==> src/rtl/ex_issue_fwd.sv <==
// ex_issue_fwd: ID/EX issue register with ALU forwarding select
// and the EX/WB result register; writeback back-pressure freezes both.
module ex_issue_fwd (
  input  logic        clk,
  input  logic        rst_n,
  input  logic        in_valid,
  output logic        in_ready,
  input  logic [15:0] instr,
  output logic [2:0]  rf_ra1,
  output logic [2:0]  rf_ra2,
  input  logic [15:0] rf_rd1,
  input  logic [15:0] rf_rd2,
  output logic [15:0] alu_ain,
  output logic [15:0] alu_bin,
  output logic [1:0]  alu_op,
  output logic [1:0]  alu_select,
  output logic [15:0] alu_exout,
  input  logic [15:0] alu_result,
  output logic        wb_valid,
  output logic [2:0]  wb_rd,
  output logic [15:0] wb_data,
  input  logic        wb_ready
);

  logic        ex_valid_q, ex_valid_d;
  logic [2:0]  ex_rd_q, ex_rd_d;
  logic [15:0] ain_q, ain_d;
  logic [15:0] bin_q, bin_d;
  logic [1:0]  op_q, op_d;
  logic [1:0]  sel_q, sel_d;
  logic        wb_valid_q, wb_valid_d;
  logic [2:0]  wb_rd_q, wb_rd_d;
  logic [15:0] wb_data_q, wb_data_d;

  logic        adv;
  logic [1:0]  i_op;
  logic [2:0]  i_rd;
  logic        issue;
  logic [16:0] src1;
  logic [16:0] src2;
  logic        unused_bits;

  assign i_op   = instr[15:14];
  assign i_rd   = instr[11:9];
  assign rf_ra1 = instr[8:6];
  assign rf_ra2 = instr[5:3];
  assign unused_bits = ^{instr[13:12], instr[2:0]};

  assign adv      = !wb_valid_q || wb_ready;
  assign in_ready = adv;
  assign issue    = in_valid && (i_op == 2'b01 || i_op == 2'b10)
                    && (i_rd != 3'd0);

  // {select bit, operand}; EX match beats WB match beats register file
  function automatic logic [16:0] pick(input logic [2:0]  rs,
                                       input logic [15:0] rfd);
    logic [16:0] r;
    if (rs == 3'd0)
      r = 17'd0;
    else if (ex_valid_q && ex_rd_q == rs)
      r = {1'b1, 16'd0};
    else if (wb_valid_q && wb_rd_q == rs)
      r = {1'b0, wb_data_q};
    else
      r = {1'b0, rfd};
    return r;
  endfunction

  assign src1 = pick(rf_ra1, rf_rd1);
  assign src2 = pick(rf_ra2, rf_rd2);

  // next state: both stages advance together or hold together
  always_comb begin
    ex_valid_d = ex_valid_q;
    ex_rd_d    = ex_rd_q;
    ain_d      = ain_q;
    bin_d      = bin_q;
    op_d       = op_q;
    sel_d      = sel_q;
    wb_valid_d = wb_valid_q;
    wb_rd_d    = wb_rd_q;
    wb_data_d  = wb_data_q;
    if (adv) begin
      wb_valid_d = ex_valid_q;
      wb_rd_d    = ex_rd_q;
      wb_data_d  = alu_result;
      if (issue) begin
        ex_valid_d = 1'b1;
        ex_rd_d    = i_rd;
        ain_d      = src1[15:0];
        bin_d      = src2[15:0];
        op_d       = i_op;
        sel_d      = {src1[16], src2[16]};
      end else begin
        ex_valid_d = 1'b0;
        ex_rd_d    = 3'd0;
        ain_d      = 16'd0;
        bin_d      = 16'd0;
        op_d       = 2'b01;
        sel_d      = 2'b00;
      end
    end
  end

  // pipeline registers, cleared asynchronously
  always_ff @(posedge clk or negedge rst_n) begin
    if (!rst_n) begin
      ex_valid_q <= 1'b0;
      ex_rd_q    <= 3'd0;
      ain_q      <= 16'd0;
      bin_q      <= 16'd0;
      op_q       <= 2'b01;
      sel_q      <= 2'b00;
      wb_valid_q <= 1'b0;
      wb_rd_q    <= 3'd0;
      wb_data_q  <= 16'd0;
    end else begin
      ex_valid_q <= ex_valid_d;
      ex_rd_q    <= ex_rd_d;
      ain_q      <= ain_d;
      bin_q      <= bin_d;
      op_q       <= op_d;
      sel_q      <= sel_d;
      wb_valid_q <= wb_valid_d;
      wb_rd_q    <= wb_rd_d;
      wb_data_q  <= wb_data_d;
    end
  end

  assign alu_ain    = ain_q;
  assign alu_bin    = bin_q;
  assign alu_op     = op_q;
  assign alu_select = sel_q;
  assign alu_exout  = wb_data_q;
  assign wb_valid   = wb_valid_q;
  assign wb_rd      = wb_rd_q;
  assign wb_data    = wb_data_q;

endmodule
==> config.mk <==
export PLATFORM = sky130hd
export DESIGN_NAME = ex_issue_fwd
export DESIGN_NICKNAME = d
export VERILOG_FILES = /design/src/rtl/ex_issue_fwd.sv
export SDC_FILE = /design/constraint.sdc
export NUM_CORES = 1
export LEC_CHECK = 0
export CORE_UTILIZATION = 36
export CTS_CLUSTER_SIZE = 28
export DETAILED_ROUTE_END_ITERATION = 6
export PLACE_DENSITY = 0.84
export REMOVE_ABC_BUFFERS = 1
export SLEW_MARGIN = 15
export SYNTH_ARGS = -nofsm -noshare
export SYNTH_HDL_FRONTEND = slang
export SYNTH_SLANG_ARGS = --single-unit
==> constraint.sdc <==
create_clock -name clk -period 1.5 [get_ports clk]
set_input_delay 0.15 -clock clk [delete_from_list [all_inputs] [get_ports clk]]
set_output_delay 0.15 -clock clk [all_outputs]
set_load 0.03 [all_outputs]
# After elaboration in Yosys (flattened, before gate mapping)
# Index checks and enable logic that the tools add are counted.
# W data, S select, Z words.
[op_classes]
reduce_logical = 12
eq_ne = 6
n_mux = 12
[op_table]
columns = ["op", "n"]
rows = [
  ["$mux W17", 4],
  ["$mux W16", 4],
  ["$eq A3 B3 Y1", 4],
  ["$logic_and A1 B1 Y1", 6],
  ["$logic_not A3 Y1", 2],
  ["$mux W2", 2],
  ["$mux W3", 1],
  ["$reduce_bool A3 Y1", 1],
  ["$eq A2 B1 Y1 const B", 1],
  ["$eq A2 B2 Y1 const B", 1],
  ["$logic_or A1 B1 Y1", 2],
  ["$logic_not A1 Y1", 1],
  ["$mux W1", 1],
]
[word_totals]
output_inout_bits = 79
elab_cells = 39
in_bits = 68
reg_bits = 60

# Logic depth before layout (Yosys ltp)
# Gate-level depths: netlist of run 1.
[logic_depth]
word_depth = 6
depth_mapped = 6
mapped_depth_nobuf = 4

# Worst setup path before layout of run 1
# OpenSTA, ideal clock, no wires.
[synth_path]
kind = "flip-flop to flip-flop"
start = "reg wb_valid_q (netlist: wb_valid)"
end = "reg ain_q[10] (netlist: alu_ain[10])"
path_stages_with_launch = 7
path_slack_ns = -0.170
required_time_ns = 1.424
period_less_slack_ns = 1.670
setup_ns = 0.076
arrival_ns = 1.593
path_buffers = 2
path_cell_list = "dfrtp_1 nor2b_4 buf_6 nor4b_4 nand3_2 buf_6 o21ai_1"
[synth_via]
elab_chain_cells = 5
word_cells_on_any_way = 7
cone_classes = "4 x mux; 3 x reduce/logical"
[synth_lines]
columns = ["item", "line", "source"]
rows = [
  ["from (decl)", "31", "logic wb_valid_q, wb_valid_d;"],
  ["from (signal assigned)", "124", "wb_valid_q <= wb_valid_d;"],
  ["$logic_and A1 B1 Y1", "62", "else if (wb_valid_q && wb_rd_q == rs)"],
  ["$mux W16", "62", ""],
  ["$mux W17", "60", "else if (ex_valid_q && ex_rd_q == rs)"],
  ["$mux W17", "58", "if (rs == 3'd0)"],
  ["$mux W16", "87", "if (issue) begin"],
  ["to (signal assigned)", "120", "ain_q <= ain_d;"],
  ["to (decl)", "27", "logic [15:0] ain_q, ain_d;"],
]
# Several ways; a longest one is shown, not always the timed one.
# A chain may end at the register's enable or synchronous reset.

# Worst setup path in the final report of run 1
[layout_path]
start = "in instr[14]"
end = "reg bin_q[7] (netlist: alu_bin[7])"
[layout_via]
elab_chain_cells = 5
word_cells_on_any_way = 6
cone_classes = "2 x eq/ne; 1 x mux; 3 x reduce/logical"
[layout_lines]
columns = ["item", "line", "source"]
rows = [
  ["from (decl)", "8", "input logic [15:0] instr,"],
  ["$eq A2 B1 Y1 or $eq A2 B2 Y1 (tied branches)", "51", "assign issue = in_valid && (i_op == 2'b01 || i_op == 2'b10)"],
  ["$logic_or A1 B1 Y1 (*)", "51", ""],
  ["$logic_and A1 B1 Y1 (*)", "51", ""],
  ["$logic_and A1 B1 Y1 (*)", "52", "&& (i_rd != 3'd0);"],
  ["$mux W16 (*)", "87", ""],
  ["to (signal assigned)", "121", "bin_q <= bin_d;"],
  ["to (decl)", "28", "logic [15:0] bin_q, bin_d;"],
]
# Every way passes the cells marked *; elsewhere a longest branch is shown, timed or not.

==> results.ini, run 1 <==
[critical_path]
crit_required_ps=1740
path_class=in -> reg
crit_fanout=6
path_cells=clkdlybuf4s50_1 -> xnor2_1 -> nor4b_4 -> nand3_2 -> buf_4 -> o21ai_1
crit_buf_inv=2
startpoint_type=input port
worstPathArrival_ps=1670
rrSetupSlack_ps=80
max_stage_delay_ps=440
cp-end-kind=flip-flop
cp_top_family=buffers and inverters
cp_slowest_cell=clkdlybuf4s50_1

[global_route]
grt_overflow_total=0
gr-usage-met1_pct=26.27
grt_pass1_wl_mm=13.40
grt_pass1_vias=2676
grt_max_degree=61
busiest_layer=met2
grtUsageMet3_pct=3.936
use_met2_pct=33.83
grt_antenna_before_repair=0
grtUsageTotal_pct=20.51

[cells_and_area]
utilization_pct=60.38
fill_cells=670
nets=504
diodes=0
area_growth_pct=61.71
multi_input_area_sq_um=1156
drive_gt1_share_pct=14.06
final_cell_count_no_fill=543
register_area_sq_um=1503

[drt]
wl_per_cell_microns=15.12
drc=0
first_iter_violations=65
drt_pass1_iterations=4
vias=2624
wirelength_mm=8.210
ant_nets=0
viasPerCell=4.832

[pwr]
switchingPower_mw=1.618
switching_share_pct=31.11
p_leak_nw=2.542
seq_power_share_pct=36.5
p_clk_share_pct=34.8
p_int_mw=3.583
power_density_nw_per_um2=1115
peakVddDrop_uv=563.2
p_total_mw=5.201
combPwrFrac_pct=28.7

[clocking]
cts-root-buf=clkbuf_8
clockBufferDepth=2
cts_max_level=3
clk_latency_ps=320
numCtsBuffers=9
cts_tree=done
clk_pin_slew_ps=70
cts_sinks=60

[placed_design]
io_buffers=141
dp_hpwl_mm=5.780
place.gp.congestion=0.7936
dp_cells=521

[sta]
worst_pin_slew_ps=497.6
relSlewSlack_pct=66.59
setup_violations=0
finalCritPeriodShare_pct=95.06
holdWs_ps=349.4
slew_viol_final=0
hold_viol=0
timing.fmax_ghz=0.7013
setup_tns_ps=0
rsz0062_at_grt=true
min_period_ps=1426
clock_skew_ps=10.01

[synth]
yosysMostFrequentCell=nand2_1
syn_area_sq_um=2885
synth_top_family_by_area=simple AND/OR/NAND/NOR gates
avgSynthCellArea_sq_um=9.949
synth.distinct_cells=23
ys_seq_elements=60
synth_commonest_cells=96 x nand2_1, 59 x dfrtp_1, 32 x mux2i_1
synth_top_area_share_pct=51.17
synth_adder_area_share_pct=0
ys.flop_type=dfrtp_1
synthCells=290
ys_seq_area_share_pct=52.08
yosys-top-cells-area=dfrtp_1 51%, nand2_1 12%, mux2i_1 11%
synthXorXnorAreaFrac_pct=3.946
synth_enable_flop_cells=0
async_reset_ff_share_pct=100.0
synth_simple_gate_area_share_pct=17.09
ys.warnings.count=0
synth_mux_area_share_pct=11.10
yosysTopAreaCell=dfrtp_1
synth_compound_area_share_pct=7.285

[floorplan]
start_util_pct=37.34
dieArea_sq_um=8377
die_w_microns=91.53
rows=32
io_pins=147
coreArea_sq_um=7727
die_h_microns=91.53

[run]
maxCapViolCount=0

[status]
status=completed

[hold_path]
worstHoldPathType=in -> reg

power groups by stage:
| stage | logic [mW] | registers [mW] | clock network (mW) |
|---|---|---|---|
| after global placement | 1.55 | 1.93 | 0 |
| after CTS | 1.46 | 1.90 | 1.84 |
| final | 1.49 | 1.90 | 1.81 |
| after detailed placement | 1.58 | 1.94 | 0 |
| after global routing | 1.58 | 1.93 | 1.93 |
| after floorplan | 0.332 | 2.32 | 0 |
logic make-up after synthesis:
family,after synthesis
AND/OR/NAND/NOR,110
flip-flops,60
AO/OA/AOI/OAI,39
buffers and inverters,36
multiplexers,32
XOR/XNOR,13
metal layers:
metal	wire length, microns	share of wire [%]
met1	3330	41
met5	0	0
met3	510	6.2
met4	214	2.6
met2	4155	51
repair_timing:
item / CTS / global route
setup buffers: 1 / 4
endpoints found under the setup margin: 68 / 26
resized for setup: 71 / 21
hold endpoints to repair: 59 / 0
hold buffers: 1 / 0
pin swaps: 0 / 2
registers in the layout (all words and copies together) (netlist names):
| register | count |
|---|---|
| wb_valid | 1 |
| alu_bin | 16 |
| ex_rd_q | 3 |
| alu_select | 2 |
| alu_exout | 16 |
| wb_rd | 3 |
| alu_op | 2 |
| alu_ain | 16 |
| ex_valid_q | 1 |
cells in the final DEF (no fill, tap or decap), types with 3 or more instances in the layout:
cell / instances
dlymetal6s2s_1: 5
dlygate4sd2_1: 67
dfrtp_1: 59
buf_12: 5
buf_4: 25
o21ai_1: 26
mux2i_1: 32
a22o_1: 3
clkbuf_8: 11
nand2_1: 96
o21ai_0: 7
xnor2_1: 13
buf_6: 4
clkdlybuf4s50_1: 61
bufinv_16: 3
worst paths after layout:
kind | startpoint | end | cells after the start
worst max-delay path | instr[14] | alu_bin[7] | 6
worst min-delay path | alu_result[14] | alu_exout[14] | 3
worst max register to register | wb_valid | alu_op[0] | 6
worst min register to register | alu_bin[4] | alu_bin[4] | 2
max in group asynchronous | rst_n | alu_op[0] | 3
min in group asynchronous | rst_n | alu_exout[5] | 3
final cells by class:
cell class              count  area share (%)
repair buffers            170           34.78
multi-input cells         194           24.78
clock inverters             4           2.038
clock buffers              12           3.325
well taps                 102           2.735
inverters                   1          0.1341
flip-flops and latches     60           32.21
worst reg2reg max path, delay by kind of cell, from the launching register on:
family | cells | cell delay [ps]
simple gates | 3 | 490
flops | 1 | 380
buf+inv | 2 | 280
compound gates | 1 | 200
metrics by stage:
step,worst slack [ps],instance area (sq um)
6_report,74.08,4666
5_1_grt,-4.591,4666
4_1_cts,1.806,4592
3_5_place_dp,-255.7,4395
3_3_place_gp,-167.1,4395
2_1_floorplan,-902.1,2644
No activity file was read; power rests on OpenSTA's default activity.
==> run 2, diff against run 1 <==
--- a/config.mk
+++ b/config.mk
@@ -5,6 +5,8 @@
 export SDC_FILE = /design/constraint.sdc
 export NUM_CORES = 1
 export LEC_CHECK = 0
+export CAP_MARGIN = 10
+export CORE_MARGIN = 8
 export CORE_UTILIZATION = 36
 export CTS_CLUSTER_SIZE = 28
 export DETAILED_ROUTE_END_ITERATION = 6
==> run 2 against run 1 <==
Against the previous run: clock power shrank 13%; register-to-register slack got worse by 30 ps; worst setup slack worse by 22 ps; clock skew up 2.2 ps; largest power group unchanged.
==> results.ini, run 2 (synthesized netlist as in run 1, its figures left out) <==
[sta]
clock_skew_ps=12.23  ; +2.223 ps
setup_tns_ps=0  ; unchanged
hold_viol=0  ; unchanged
finalCritPeriodShare_pct=96.51  ; +1.4 points
min_period_ps=1448  ; +21.68 ps
timing.fmax_ghz=0.6908  ; -1.5%
setup_ws_ps=52.40  ; -21.68 ps
rsz0062_at_grt=true
relSlewSlack_pct=73.69  ; +7.1 points
worst_pin_slew_ps=396.3  ; -101.3 ps
slew_viol_final=0  ; unchanged
setup_violations=0  ; unchanged

[cells_and_area]
drive_gt1_share_pct=15.23  ; +1.2 points
final_cell_count_no_fill=542  ; -0.18%
nets=503  ; -0.20%
diodes=0  ; unchanged
mostFrequentLayoutCell=nand2_1
final_cell_mix=96 x nand2_1, 72 x dlygate4sd2_1, 61 x clkdlybuf4s50_1
finalInstanceArea_sq_um=4616  ; -1.1%
area_growth_pct=59.97
fill_cells=702  ; +4.8%

[global_route]
grt_pass1_wl_mm=14.89  ; +11%
grt_antenna_before_repair=0  ; unchanged
grtUsageTotal_pct=16.65  ; -3.9 points
grt_pass1_vias=2815  ; +5.2%
grt_overflow_total=0  ; unchanged
grt_max_degree=61  ; unchanged

[floorplan]
die_w_microns=105.5  ; +15%
dieArea_sq_um=11140  ; +33%
die_h_microns=105.5  ; +15%
rows=32  ; unchanged
start_util_pct=37.15  ; -0.19 points
coreArea_sq_um=7767  ; +0.52%
io_pins=147  ; unchanged

[critical_path]
startpoint_type=flip-flop
cp-end-kind=flip-flop
worstPathArrival_ps=1700  ; +30 ps
crit_fanout=6  ; unchanged
path_class=reg -> reg
timing.rr.start=wb_valid
crit_required_ps=1750  ; about the same
crit_start=wb_valid

[clocking]
cts_max_level=3  ; unchanged
clk_latency_ps=330  ; about the same
cts_tree=done
clockBufferDepth=2  ; unchanged
clk_pin_slew_ps=80  ; about the same
numCtsBuffers=9  ; unchanged
cts_sinks=60  ; unchanged
cts-root-buf=clkbuf_8

[placed_design]
place_ws_ps=-263.2  ; -7.451 ps
dpl-instance-area_sq_um=4410  ; +0.34%
dp_cells=523  ; +0.38%
dp_hpwl_mm=6.869  ; +19%
place.gp.congestion=0.7737  ; -2.5%
io_buffers=141  ; unchanged

[drt]
viasPerCell=4.734  ; -2.0%
wl_per_cell_microns=16.97  ; +12%
first_iter_violations=47  ; -28%
vias=2566  ; -2.2%
ant_nets=0  ; unchanged
drt_pass1_iterations=4  ; unchanged
drc=0  ; unchanged
wirelength_mm=9.196  ; +12%

[pwr]
p_total_mw=4.966  ; -4.5%
power_density_nw_per_um2=1076  ; -3.5%
p_leak_nw=2.469  ; -2.9%
peakVddDrop_uv=531.2  ; -5.7%

[run]
maxCapViolCount=0  ; unchanged

[hold_path]
worstHoldPathType=in -> async

[status]
status=completed

## run 2: changes by cell type in the layout (fill, tap and decap cells not counted), moves of 2 or more
cell,previous run,this run
clkinv_2,1,3
dlygate4sd2_1,67,72
dlymetal6s2s_1,5,0
o21ai_0,7,5
o21ai_1,26,22
o21ai_2,2,8
## run 2: layout make-up
class | instances | area, sq um | share of cell area [%]
Timing Repair Buffer | 169 | 1593 | 34.51
Sequential cell | 60 | 1503 | 32.56
Multi-Input combinational cell | 194 | 1172 | 25.40
Clock buffer | 11 | 141.4 | 3.063
Tap cell | 102 | 127.6 | 2.765
Clock inverter | 5 | 75.07 | 1.626
Inverter | 1 | 3.754 | 0.08132
## run 2: per-stage QoR
stage | hold slack (ps) | util [%]
after floorplan | -145.6 | -
after global placement | 178.2 | 56.78
after detailed placement | 183.1 | 56.78
after CTS | 336.2 | 58.83
after global routing | 358.9 | 59.42
final | 348.6 | 59.42
## run 2: layer usage
| layer | track usage (%) | share of wire [%] |
|---|---|---|
| met1 | 18.88 | 41 |
| met2 | 28.69 | 51 |
| met3 | 5.298 | 7.1 |
| met4 | 6.231 | 1.6 |
| met5 | 0 | 0 |
## run 2: worst max-delay path, stage by stage (launching register included)
cell     delay, ps
dfrtp_1        380
nor2b_4        140
nor4b_4        380
nand3_2        130
buf_4          190
o21ai_0        150
## run 2: final timing paths
| kind | to | slack [ps] | cells after the start |
|---|---|---|---|
| worst min register to register | alu_ain[12] | 480 | 2 |
| worst min-delay path | alu_ain[0] | 350 | 3 |
| worst max register to register | alu_bin[8] | 50 | 5 |
| worst max-delay path | alu_bin[8] | 50 | 5 |
| min in group clk | alu_exout[7] | 350 | 3 |
| max in group asynchronous | alu_op[0] | 810 | 3 |
## run 2: report_power, final
group,internal [mW],switching [mW]
sequential,1.77,0.133
clock,0.973,0.609
combinational,0.605,0.879
## run 2: repair_timing
action,4_1_cts,5_1_grt
resized for setup,74,23
pin swaps,1,4
endpoints found under the setup margin,74,18
buffers inserted,2,0
hold endpoints to repair,59,0
hold buffers,1,0
==> run 3, diff against run 2 <==
--- a/config.mk
+++ b/config.mk
@@ -5,12 +5,13 @@
 export SDC_FILE = /design/constraint.sdc
 export NUM_CORES = 1
 export LEC_CHECK = 0
+export ABC_AREA = 1
 export CAP_MARGIN = 10
 export CORE_MARGIN = 8
-export CORE_UTILIZATION = 36
+export CORE_UTILIZATION = 38
 export CTS_CLUSTER_SIZE = 28
 export DETAILED_ROUTE_END_ITERATION = 6
-export PLACE_DENSITY = 0.84
+export PLACE_DENSITY = 0.85
 export REMOVE_ABC_BUFFERS = 1
 export SLEW_MARGIN = 15
 export SYNTH_ARGS = -nofsm -noshare
==> run 3 against run 2 <==
Against the previous run: first-iteration DRC count rose to 2.7 times the previous value; final cell count rose by 28%; worst setup slack improved by 18 ps; power fell by 6.8%; non-clock buffer count fell by 1; sequential share of layout area fell by 1.5 points; critical path type is now reg -> out.
==> results.ini, run 3 <==
[critical_path]
crit_required_ps=1350  ; -400 ps
cp_slowest_cell=dfstp_2
path_class=reg -> out
cp_top_family=flip-flops
worstPathArrival_ps=1280  ; -420 ps
timing.rr.start=ex_rd_q[2]
crit_buf_inv=1  ; unchanged
startpoint_type=flip-flop
cp-end-kind=output port
crit_start=alu_op[0]
crit_fanout=2  ; -4
max_stage_delay_ps=540  ; +160 ps
path_cells=dlygate4sd2_1

[synth]
synth.distinct_cells=23  ; unchanged
synthXorXnorAreaFrac_pct=0  ; -3.9 points
ys.warnings.count=0  ; unchanged
synth_compound_area_share_pct=1.722  ; -5.6 points
synth_mux_area_share_pct=0  ; -11 points
yosysMostFrequentCell=nand2_1
ys.flop_type=dfrtp_1
synth_simple_gate_area_share_pct=40.68  ; +24 points
yosysTopAreaCell=dfrtp_1
synth_commonest_cells=247 x nand2_1, 59 x dfrtp_1, 39 x nand3_1
synthCells=439  ; +51%
ys_seq_elements=60  ; unchanged
synth_top_area_share_pct=45.16  ; -6.0 points
yosys-top-cells-area=dfrtp_1 45%, nand2_1 28%, nand3_1 6.0%
synth_enable_flop_cells=0  ; unchanged
synth_top_family_by_area=simple AND/OR/NAND/NOR gates
avgSynthCellArea_sq_um=7.447  ; -25%
ys_seq_area_share_pct=45.96  ; -6.1 points
synth_adder_area_share_pct=0  ; unchanged
syn_area_sq_um=3269  ; +13%
async_reset_ff_share_pct=100.0  ; unchanged

[drt]
drt_pass1_iterations=4  ; unchanged
vias=3382  ; +32%
viasPerCell=4.880  ; +3.1%
first_iter_violations=126  ; +170%
wirelength_mm=10.92  ; +19%
wl_per_cell_microns=15.75  ; -7.2%
ant_nets=0  ; unchanged
drc=0  ; unchanged

[pwr]
p_leak_nw=2.753  ; +11%
seq_power_share_pct=40.2  ; +1.9 points
power_density_nw_per_um2=955.7  ; -11%
p_clk_share_pct=28.0  ; -3.9 points
combPwrFrac_pct=31.8  ; +1.9 points
p_int_mw=2.936  ; -12%
switching_share_pct=36.54  ; +3.9 points
peakVddDrop_uv=424.2  ; -20%
switchingPower_mw=1.691  ; +4.4%

[sta]
clock_skew_ps=12.46  ; +0.2267 ps
timing.fmax_ghz=0.6995  ; +1.3%
rsz0062_at_grt=false
slew_viol_final=0  ; unchanged
finalCritPeriodShare_pct=95.30  ; -1.2 points
relSlewSlack_pct=76.38  ; +2.7 points
setup_tns_ps=0  ; unchanged
setup_violations=0  ; unchanged
hold_viol=0  ; unchanged
min_period_ps=1430  ; -18.06 ps
setup_ws_ps=70.46  ; +18.06 ps
worst_pin_slew_ps=355.7  ; -40.55 ps

[floorplan]
dieArea_sq_um=11830  ; +6.2%
die_h_microns=108.8  ; +3.1%
rows=34  ; +6.3%
start_util_pct=38.24  ; +1.1 points
io_pins=147  ; unchanged
coreArea_sq_um=8551  ; +10%
die_w_microns=108.8  ; +3.1%

[run]
maxCapViolCount=0  ; unchanged

[placed_design]
dpl-instance-area_sq_um=4727  ; +7.2%
place_ws_ps=-205.3  ; +57.89 ps
dp_hpwl_mm=8.159  ; +19%
io_buffers=141  ; unchanged
place.gp.congestion=0.8493  ; +9.8%

[status]
status=completed

[clocking]
clk_latency_ps=340  ; about the same
cts_tree=done
cts_max_level=3  ; unchanged
cts_sinks=60  ; unchanged
numCtsBuffers=9  ; unchanged
cts-root-buf=clkbuf_8
clockBufferDepth=2  ; unchanged
clk_pin_slew_ps=80  ; about the same

[global_route]
grt_overflow_total=0  ; unchanged
grt_pass1_wl_mm=17.24  ; +16%
grt_antenna_before_repair=0  ; unchanged
grt_max_degree=61  ; unchanged
grt_pass1_vias=3519  ; +25%
grtUsageTotal_pct=18.55  ; +1.9 points

[cells_and_area]
final_cell_mix=247 x nand2_1, 72 x dlygate4sd2_1, 61 x clkdlybuf4s50_1
area_growth_pct=48.11
diodes=0  ; unchanged
finalInstanceArea_sq_um=4842  ; +4.9%
mostFrequentLayoutCell=nand2_1
nets=648  ; +29%
drive_gt1_share_pct=12.14  ; -3.1 points

[hold_path]
worstHoldPathType=in -> async

## run 3: cell count changes after synthesis, sizes merged, moves of 20 or more
cell / delta
o21ai: -32
nand2: +159
nand3: +37
inv: +20
mux2i: -32
## run 3: what timing repair did
item	4_1_cts	5_1_grt
hold endpoints to repair	59	0
pin swaps	0	1
endpoints found under the setup margin	73	17
gates resized for setup	72	1
buffers inserted	1	2
hold buffers	1	0
## run 3: routing by layer
metal  track usage [%]  vias up  wire [microns]
li1                  -     1619               -
met1             22.09     1556            4232
met2             31.08      189            5256
met3             4.965       18            1230
met4             7.625        0             197
met5                 0        -               0
## run 3: cells by family (layout without fill, tap and decap cells)
family / count (synthesis) / in the layout
simple gates: 310 / 310
compound gates: 10 / 10
flops: 60 / 60
buf+inv: 59 / 205
## run 3: power groups by stage
stage / combinational [mW] / clock [mW] / sequential (mW)
finish: 1.47 / 1.29 / 1.86
CTS: 1.48 / 1.32 / 1.86
global placement: 1.55 / 0 / 1.89
detailed placement: 1.58 / 0 / 1.90
floorplan: 0.399 / 0 / 2.22
global route: 1.59 / 1.38 / 1.88
## run 3: final timing paths
path,endpoint,slack (ps),cells after the start
setup reg to reg,alu_ain[15],110,9
hold reg to reg,alu_ain[15],480,2
min in group clk,alu_exout[6],340,3
setup / recovery,alu_op[0],70,1
max in group asynchronous,alu_op[0],820,3
hold / removal,alu_exout[2],340,3
## run 3: area by class of cell
type,count,area [sq um]
clock buffers,12,145.1
clock inverters,4,25.02
fillers,822,3709
inverters,21,78.83
multi-input cells,320,1389
flip-flops and latches,60,1503
well taps,108,135.1
repair buffers,168,1567
## run 3: per-stage QoR
step                      power [mW]  utilization, %  hold slack, ps  instances
after CTS                      4.658           56.42           324.6        691
after floorplan                2.618               -          -145.6        401
final                          4.627           56.63           335.5        693
after global placement         3.449           55.28           179.3        673
after detailed placement       3.483           55.28           188.0        673
after global routing           4.853           56.63           336.0        693
## run 3: worst register-to-register path, delay by kind of cell, from the launching register on
family	cells	cell delay (ps)
flops	1	400
buf+inv	2	260
simple gates	7	620
